<file path="src/rtl/apb_master_bridge.sv">
// APB3 requester: one command at a time through SETUP/ACCESS, with wait-state
// handling, slave-error passthrough and a watchdog that aborts stalled transfers.
module apb_master_bridge #(
  parameter int ADDR_W      = 8,
  parameter int DATA_W      = 32,
  parameter int TIMEOUT_CYC = 16
) (
  input  logic              pclk,
  input  logic              preset,
  input  logic              cmd_valid,
  output logic              cmd_ready,
  input  logic              cmd_write,
  input  logic [ADDR_W-1:0] cmd_addr,
  input  logic [DATA_W-1:0] cmd_wdata,
  output logic              rsp_valid,
  output logic [DATA_W-1:0] rsp_rdata,
  output logic              rsp_err,
  output logic              psel,
  output logic              penable,
  output logic              pwrite,
  output logic [ADDR_W-1:0] paddr,
  output logic [DATA_W-1:0] pwdata,
  input  logic [DATA_W-1:0] prdata,
  input  logic              pready,
  input  logic              pslverr
);

  typedef enum logic [1:0] {
    IDLE   = 2'd0,
    SETUP  = 2'd1,
    ACCESS = 2'd2
  } state_t;

  localparam bit WD_EN = (TIMEOUT_CYC > 0);
  localparam int CNT_W = WD_EN ? $clog2(TIMEOUT_CYC + 1) : 1;
  // The abort fires on the edge that ends the last allowed low-pready cycle.
  localparam logic [CNT_W-1:0] WD_LAST = WD_EN ? CNT_W'(TIMEOUT_CYC - 1) : '0;

  state_t              state_q, state_d;
  logic                psel_q, psel_d;
  logic                penable_q, penable_d;
  logic                pwrite_q, pwrite_d;
  logic [ADDR_W-1:0]   paddr_q, paddr_d;
  logic [DATA_W-1:0]   pwdata_q, pwdata_d;
  logic                rsp_valid_q, rsp_valid_d;
  logic                rsp_err_q, rsp_err_d;
  logic [DATA_W-1:0]   rsp_rdata_q, rsp_rdata_d;
  logic [CNT_W-1:0]    wdog_q, wdog_d;

  logic done_s, timeout_s;

  assign done_s    = (state_q == ACCESS) && pready;
  assign timeout_s = WD_EN && (state_q == ACCESS) && !pready && (wdog_q == WD_LAST);

  always_ff @(posedge pclk or posedge preset) begin
    if (preset) begin
      state_q <= IDLE;
    end else begin
      state_q <= state_d;
    end
  end

  always_comb begin
    state_d = state_q;
    case (state_q)
      IDLE:    state_d = cmd_valid ? SETUP : IDLE;
      SETUP:   state_d = ACCESS;
      ACCESS:  state_d = (done_s || timeout_s) ? IDLE : ACCESS;
      default: state_d = IDLE;
    endcase
  end

  always_comb begin
    psel_d      = psel_q;
    penable_d   = penable_q;
    pwrite_d    = pwrite_q;
    paddr_d     = paddr_q;
    pwdata_d    = pwdata_q;
    rsp_valid_d = 1'b0;
    rsp_err_d   = rsp_err_q;
    rsp_rdata_d = rsp_rdata_q;
    wdog_d      = wdog_q;
    case (state_q)
      IDLE: begin
        if (cmd_valid) begin
          psel_d   = 1'b1;
          pwrite_d = cmd_write;
          paddr_d  = cmd_addr;
          pwdata_d = cmd_wdata;
          wdog_d   = '0;
        end else begin
          psel_d   = 1'b0;
        end
        penable_d = 1'b0;
      end
      SETUP: begin
        penable_d = 1'b1;
      end
      ACCESS: begin
        if (done_s) begin
          psel_d      = 1'b0;
          penable_d   = 1'b0;
          rsp_valid_d = 1'b1;
          rsp_err_d   = pslverr;
          rsp_rdata_d = pwrite_q ? '0 : prdata;
        end else if (timeout_s) begin
          psel_d      = 1'b0;
          penable_d   = 1'b0;
          rsp_valid_d = 1'b1;
          rsp_err_d   = 1'b1;
          rsp_rdata_d = '0;
        end else if (WD_EN) begin
          wdog_d = wdog_q + CNT_W'(1);
        end else begin
          wdog_d = wdog_q;
        end
      end
      default: begin
        psel_d    = 1'b0;
        penable_d = 1'b0;
      end
    endcase
  end

  always_ff @(posedge pclk or posedge preset) begin
    if (preset) begin
      psel_q      <= 1'b0;
      penable_q   <= 1'b0;
      pwrite_q    <= 1'b0;
      paddr_q     <= '0;
      pwdata_q    <= '0;
      rsp_valid_q <= 1'b0;
      rsp_err_q   <= 1'b0;
      rsp_rdata_q <= '0;
      wdog_q      <= '0;
    end else begin
      psel_q      <= psel_d;
      penable_q   <= penable_d;
      pwrite_q    <= pwrite_d;
      paddr_q     <= paddr_d;
      pwdata_q    <= pwdata_d;
      rsp_valid_q <= rsp_valid_d;
      rsp_err_q   <= rsp_err_d;
      rsp_rdata_q <= rsp_rdata_d;
      wdog_q      <= wdog_d;
    end
  end

  assign cmd_ready = (state_q == IDLE);
  assign psel      = psel_q;
  assign penable   = penable_q;
  assign pwrite    = pwrite_q;
  assign paddr     = paddr_q;
  assign pwdata    = pwdata_q;
  assign rsp_valid = rsp_valid_q;
  assign rsp_err   = rsp_err_q;
  assign rsp_rdata = rsp_rdata_q;

endmodule

</file>
<file path="config.mk">
export PLATFORM = sky130hd
export DESIGN_NAME = apb_master_bridge
export DESIGN_NICKNAME = d
export VERILOG_FILES = /design/src/rtl/apb_master_bridge.sv
export SDC_FILE = /design/constraint.sdc
export NUM_CORES = 1
export LEC_CHECK = 0
export BUFFER_PORTS_ARGS = -buffer_cell sky130_fd_sc_hd__buf_2
export CAP_MARGIN = 20
export CORE_AREA = 5 5 95 97
export DETAILED_ROUTE_END_ITERATION = 8
export DIE_AREA = 0 0 100 102
export PLACE_DENSITY = 0.73
export SYNTH_ARGS = -nofsm -noshare
export SYNTH_HDL_FRONTEND = slang
export SYNTH_SLANG_ARGS = --single-unit
</file>
<file path="constraint.sdc">
create_clock -name pclk -period 4.35 [get_ports pclk]
set_input_delay 0.87 -clock pclk [delete_from_list [all_inputs] [get_ports pclk]]
set_output_delay 0.87 -clock pclk [all_outputs]
set_load 0.05 [all_outputs]
</file>
# --- After elaboration in Yosys (flattened, before gate mapping) ---
# Cells that the tools add are included.
word_totals:
  word_cells: 51
  register_bits: 84
op_classes:
  bitwise: 1
  mux: 20
  n_eq_ne: 7
  reduce_logical: 12
  n_addsub: 1
ops:
  columns: ["op", "n"]
  rows:
  - ["two-way mux 32 bit", 3]
  - ["two-way mux 5 bit", 3]
  - ["case mux 5 bit (2 select lines)", 1]
  - ["two-way mux 1 bit", 9]
  - ["inequality test 2 bit, second input constant", 3]
  - ["case mux 2 bit (3 select lines)", 1]
  - ["AND reduction 2 bit", 3]
  - ["adder 5 x 1 -> 5 bit, second input constant", 1]
  - ["equality test 5 x 4 -> 1 bit, second input constant", 1]
  - ["AND reduction 4 bit", 1]
  - ["nonzero test 2 bit", 2]
  - ["logical AND 1 bit", 3]
  - ["inequality test 3 bit, second input constant", 1]
  - ["case mux 1 bit (3 select lines)", 1]
  - ["equality test 2 x 1 -> 1 bit, second input constant", 1]
  - ["equality test 2 bit, second input constant", 1]
  - ["zero test 2 bit", 1]
  - ["two-way mux 2 bit", 1]
  - ["case mux 1 bit (2 select lines)", 1]
  - ["zero test 1 bit", 1]
  - ["logical OR 1 bit", 1]
  - ["NOT 1 bit", 1]

# --- Depth between registers and ports, before layout ---
depth:
  depth_word: 6
  ltp_mapped: 8
  depth_no_buf: 7

# --- Worst setup path after synthesis ---
# OpenSTA, ideal clock, no wires.
synth_path:
  path_kind: "register to output"
  from: "register state_q[1]"
  to: "output port cmd_ready"
  t_arrival_ns: 1.096
  n_path_buf: 0
  path_slack_ns: 2.384
  t_required_ns: 3.480
  stages_incl_launch_ff: 2
  path_cell_list: "dfrtp_1 > nor2_1"
synth_between:
  elab_chain_len: 1
synth_rtl:
  columns: ["element", "line", "source"]
  rows:
  - ["from (decl)", "39", "state_t state_q, state_d;"]
  - ["from (signal assigned)", "59", "state_q <= state_d;"]
  - ["zero test 2 bit", "149", "assign cmd_ready = (state_q == IDLE);"]
  - ["to (decl)", "11", "output logic cmd_ready,"]
# Every way passes these cells.

# --- Worst setup path in the final report ---
layout_path:
  from: "input port cmd_valid"
  to: "register pwrite_q, in the netlist pwrite"
layout_between:
  elab_chain_len: 1
layout_rtl:
  columns: ["element", "line", "source"]
  rows:
  - ["from (decl)", "10", "input logic cmd_valid,"]
  - ["AND reduction 2 bit (no source line)", null, null]
  - ["to (signal assigned)", "139", "pwrite_q <= pwrite_d;"]
  - ["to (decl)", "42", "logic pwrite_q, pwrite_d;"]
# Every way passes these cells.
# A chain may end at the register's enable or synchronous reset.

==> summary.log <==
INFO  logic_synthesis synth_compound_area_share=10.2%
INFO  setup_path     worstPathRequired=4.57ns
INFO  timing         fin_setup_tns=0ns
INFO  timing         postLayoutSetupSlackWorst=1.99ns
INFO  setup_path     cp_data_arrival_time=2.59ns
INFO  cells_and_area flow.area_growth_from_synthesis=31.8%
INFO  cells_and_area antenna-diode-count=0
INFO  setup_path     crit-reg2reg-capture=pwrite$_DFFE_PP0N_
INFO  timing         headroom_to_the_max_slew_limit=61.7%
INFO  clocking       cts.clk_slew.worst_paths=0.08ns
INFO  logic_synthesis synth_seq_area_share=63.1%
INFO  cells_and_area number_of_fillers_in_the_final_layout=695
INFO  timing         achievable-frequency=0.423GHz
INFO  logic_synthesis netlist_area=3330um2
INFO  logic_synthesis mux_contribution_to_synthesized_area=18.1%
INFO  setup_path     critPathMaxFanout=29
INFO  cells_and_area nets=444
INFO  floorplan      core_area=8050um2
INFO  setup_path     critPathLaunch=cmd_valid
INFO  detailed_routing vias_per_cell=4.81
INFO  cells_and_area layout.cells.most_common=sky130_fd_sc_hd__buf_2
INFO  place          dpl.cell_count=456
INFO  detailed_routing vias_after_detailed_routing=2282
INFO  logic_synthesis post_synthesis_share_of_cell_area_spent_on_and_or_nand_and_nor_gates=3.76%
INFO  setup_path     worst_setup_path_endpoint=pwrite$_DFFE_PP0N_
INFO  cells_and_area most-common-layout-cells=155 x sky130_fd_sc_hd__buf_2, 84 x sky130_fd_sc_hd__dfrtp_1, 38 x sky130_fd_sc_hd__mux2_4
INFO  clocking       ctsHtreeMaxLevel=3
INFO  clocking       worstSkewPairLatency=0.34ns
INFO  global_routing grt.total_usage=14.7%
INFO  cells_and_area drive_above_1_share=59.3%
INFO  cells_and_area layout.cells.non_filler=474
INFO  global_routing grt_start_max_net_pins=57
INFO  clocking       cts_buffers=9
INFO  clocking       cts_setup_buffers=0
INFO  logic_synthesis postSynthRegisterBits=84
INFO  cells_and_area area_occupied_by_multi_input_gates=1100um2
INFO  setup_path     critical_setup_path_kind=input port to register
INFO  detailed_routing remaining_drc_errors=0
INFO  clocking       post_cts_resized=0
INFO  floorplan      die_area=10200um2
INFO  timing         finalClockSkew=0.0121ns
INFO  logic_synthesis yosys.area_share.adder=0.751%
INFO  floorplan      overall_die_width=100um
INFO  detailed_routing detail_route.iter0.violations=55
INFO  timing         finalWorstPathRequiredPeriod=2.36ns
INFO  detailed_routing detail_route.first_pass.iterations=4
INFO  place          dpl_worst_slack=1.61ns
INFO  logic_synthesis synth_top_cell_by_area=sky130_fd_sc_hd__dfrtp_1
INFO  global_routing first_pass_grt_wire_length=11600um
INFO  logic_synthesis synthesis.yosys.warnings=0
INFO  global_routing first_global_vias=2405
INFO  logic_synthesis mean_area_per_synthesized_cell=16.2um2
INFO  detailed_routing route.detailed.wl_per_inst=15.9um
INFO  place          gp_congestion=0.811
INFO  logic_synthesis post_synth_xor_area_fraction=0%
INFO  floorplan      io_pins=156
INFO  clocking       tritoncts=done
INFO  floorplan      start_util=41.4%
INFO  global_routing grt_antenna_before_repair=0
INFO  setup_path     start_kind=input port
INFO  setup_path     ff2ff_setup_slack=2.10ns
INFO  timing         period_share=54.3%
INFO  timing         whs=0.370ns
INFO  floorplan      die_h=102um
INFO  global_routing globalRoute.totalOverflow=0
INFO  clocking       cts-root-buf=sky130_fd_sc_hd__clkbuf_8
INFO  setup_path     timing.reg2reg.worst_path_depth=4
INFO  run_status     outcome=finished clean
INFO  place          dp_hpwl=5500um
INFO  timing         number_of_hold_slack_violations_in_the_final_timing_report=0
INFO  flow_run       drv_cap=0
INFO  clocking       cts-root-to-sink-buffers=2
INFO  logic_synthesis post_synth_inst_count=206
INFO  logic_synthesis synthDistinctLibCells=29
INFO  logic_synthesis synth_largest_type_area_fraction=63.1%
INFO  clocking       cts_sinks=84
INFO  detailed_routing totalWireLength=7550um
INFO  logic_synthesis synth.top_cells.by_area=sky130_fd_sc_hd__dfrtp_1 63%, sky130_fd_sc_hd__mux2_4 17%, sky130_fd_sc_hd__a22o_1 8.7%
INFO  floorplan      row_count=33
INFO  timing         timing.final.setup_violations=0
INFO  timing         report.final.slew_viol_count=0
INFO  setup_path     critical_path_sink_type=register
INFO  logic_synthesis dominant_combinational_cell_family_by_area_after_synthesis=multiplexers
INFO  clocking       holdBufCountCts=0
INFO  timing         setup_repair_after_global_routing_missed_its_margin=false
INFO  setup_path     r2r_start=state_q[1]$_DFF_PP0_
INFO  detailed_routing detail-route-antenna-nets=0
INFO  place          numPortBuffers=155
INFO  logic_synthesis postSynthNetCount=286
INFO  timing         max_slew.worst_pin.slew=0.567ns
INFO  cells_and_area regArea=2100um2
INFO  hold_path      hold_path.class=input port to asynchronous set/reset pin
==> state kept, by name (all words and copies together) (netlist names) <==
register	count
paddr	8
penable	1
psel	1
pwdata	32
pwrite	1
rsp_err	1
rsp_rdata	32
rsp_valid	1
state_q	2
wdog_q	5
==> worst max-delay path, cell delays in order <==
cell and delay (ns):
sky130_fd_sc_hd__buf_2 0.09, sky130_fd_sc_hd__or3b_2 0.69, sky130_fd_sc_hd__buf_4 0.39, sky130_fd_sc_hd__inv_1 0.19, sky130_fd_sc_hd__mux2_2 0.35
==> cells in the mapped netlist <==
library cell                instances
sky130_fd_sc_hd__or3b_2             1
sky130_fd_sc_hd__buf_2              3
sky130_fd_sc_hd__mux2_2             3
sky130_fd_sc_hd__ha_1               2
sky130_fd_sc_hd__a21o_1             1
sky130_fd_sc_hd__buf_8              1
sky130_fd_sc_hd__nand3_1            4
sky130_fd_sc_hd__mux2_4            38
sky130_fd_sc_hd__or4b_1             1
sky130_fd_sc_hd__nand2_1            3
sky130_fd_sc_hd__o2bb2ai_1          1
sky130_fd_sc_hd__or2_1              1
sky130_fd_sc_hd__dfrtp_1           84
sky130_fd_sc_hd__or3b_1             1
sky130_fd_sc_hd__nor4b_1            1
sky130_fd_sc_hd__a22o_1            33
sky130_fd_sc_hd__o22a_1             1
sky130_fd_sc_hd__clkbuf_1           5
sky130_fd_sc_hd__and3_1             1
sky130_fd_sc_hd__buf_12             3
sky130_fd_sc_hd__o21ai_0            2
sky130_fd_sc_hd__o211ai_1           1
sky130_fd_sc_hd__or3_1              1
sky130_fd_sc_hd__nand2b_1           2
sky130_fd_sc_hd__buf_6              1
sky130_fd_sc_hd__inv_1              4
sky130_fd_sc_hd__nand3b_1           1
sky130_fd_sc_hd__nor2_1             5
sky130_fd_sc_hd__o31ai_1            1
==> routing by layer <==
metal,routed length [um],share of wire (%),GRT usage (%),vias to the layer above
li1,-,-,-,1061
met1,3220,43,18.8,1106
met2,3510,46,22.9,101
met3,649,8.6,4.37,14
met4,180,2.4,7.25,0
met5,0,0,0,-
==> cell families after synthesis <==
kind of cell,after synthesis
DFF,84
and+or+nand+nor,22
adders and majority gates,2
buffers and inverters,17
muxes,41
AOI/OAI and AO/OA,40
==> worst min path at each step <==
stage | startpoint | end | slack, ns | cells after the start
floorplan | wdog_q[3]$_DFFE_PP0P_ | wdog_q[3]$_DFFE_PP0P_ | 0.44 | 1
global placement | penable$_DFFE_PP0P_ | penable$_DFFE_PP0P_ | 0.46 | 2
detailed placement | wdog_q[3]$_DFFE_PP0P_ | wdog_q[3]$_DFFE_PP0P_ | 0.47 | 1
CTS | wdog_q[3]$_DFFE_PP0P_ | wdog_q[3]$_DFFE_PP0P_ | 0.48 | 1
global route | preset | paddr[1]$_DFFE_PP0N_ | 0.35 | 2
finish | preset | paddr[1]$_DFFE_PP0N_ | 0.37 | 2
==> area by class of cell <==
type,count,share of cell area (%)
clock buffers,11,2.99
clock inverters,5,1.20
inverters,4,0.370
multi-input cells,105,25.0
flip-flops and latches,84,47.9
well taps,105,2.99
repair buffers,160,19.6
==> through the flow <==
stage / instance area [um2] / utilization [%]
4_1_cts: 4340 / 53.8
2_1_floorplan: 3330 / -
5_1_grt: 4390 / 54.5
3_5_place_dp: 4150 / 51.6
3_3_place_gp: 4140 / 51.4
6_report: 4390 / 54.5
Power is left out: the tool's default activity adds up to more than one toggle a clock period on the data nets, which glitch-free logic cannot reach.
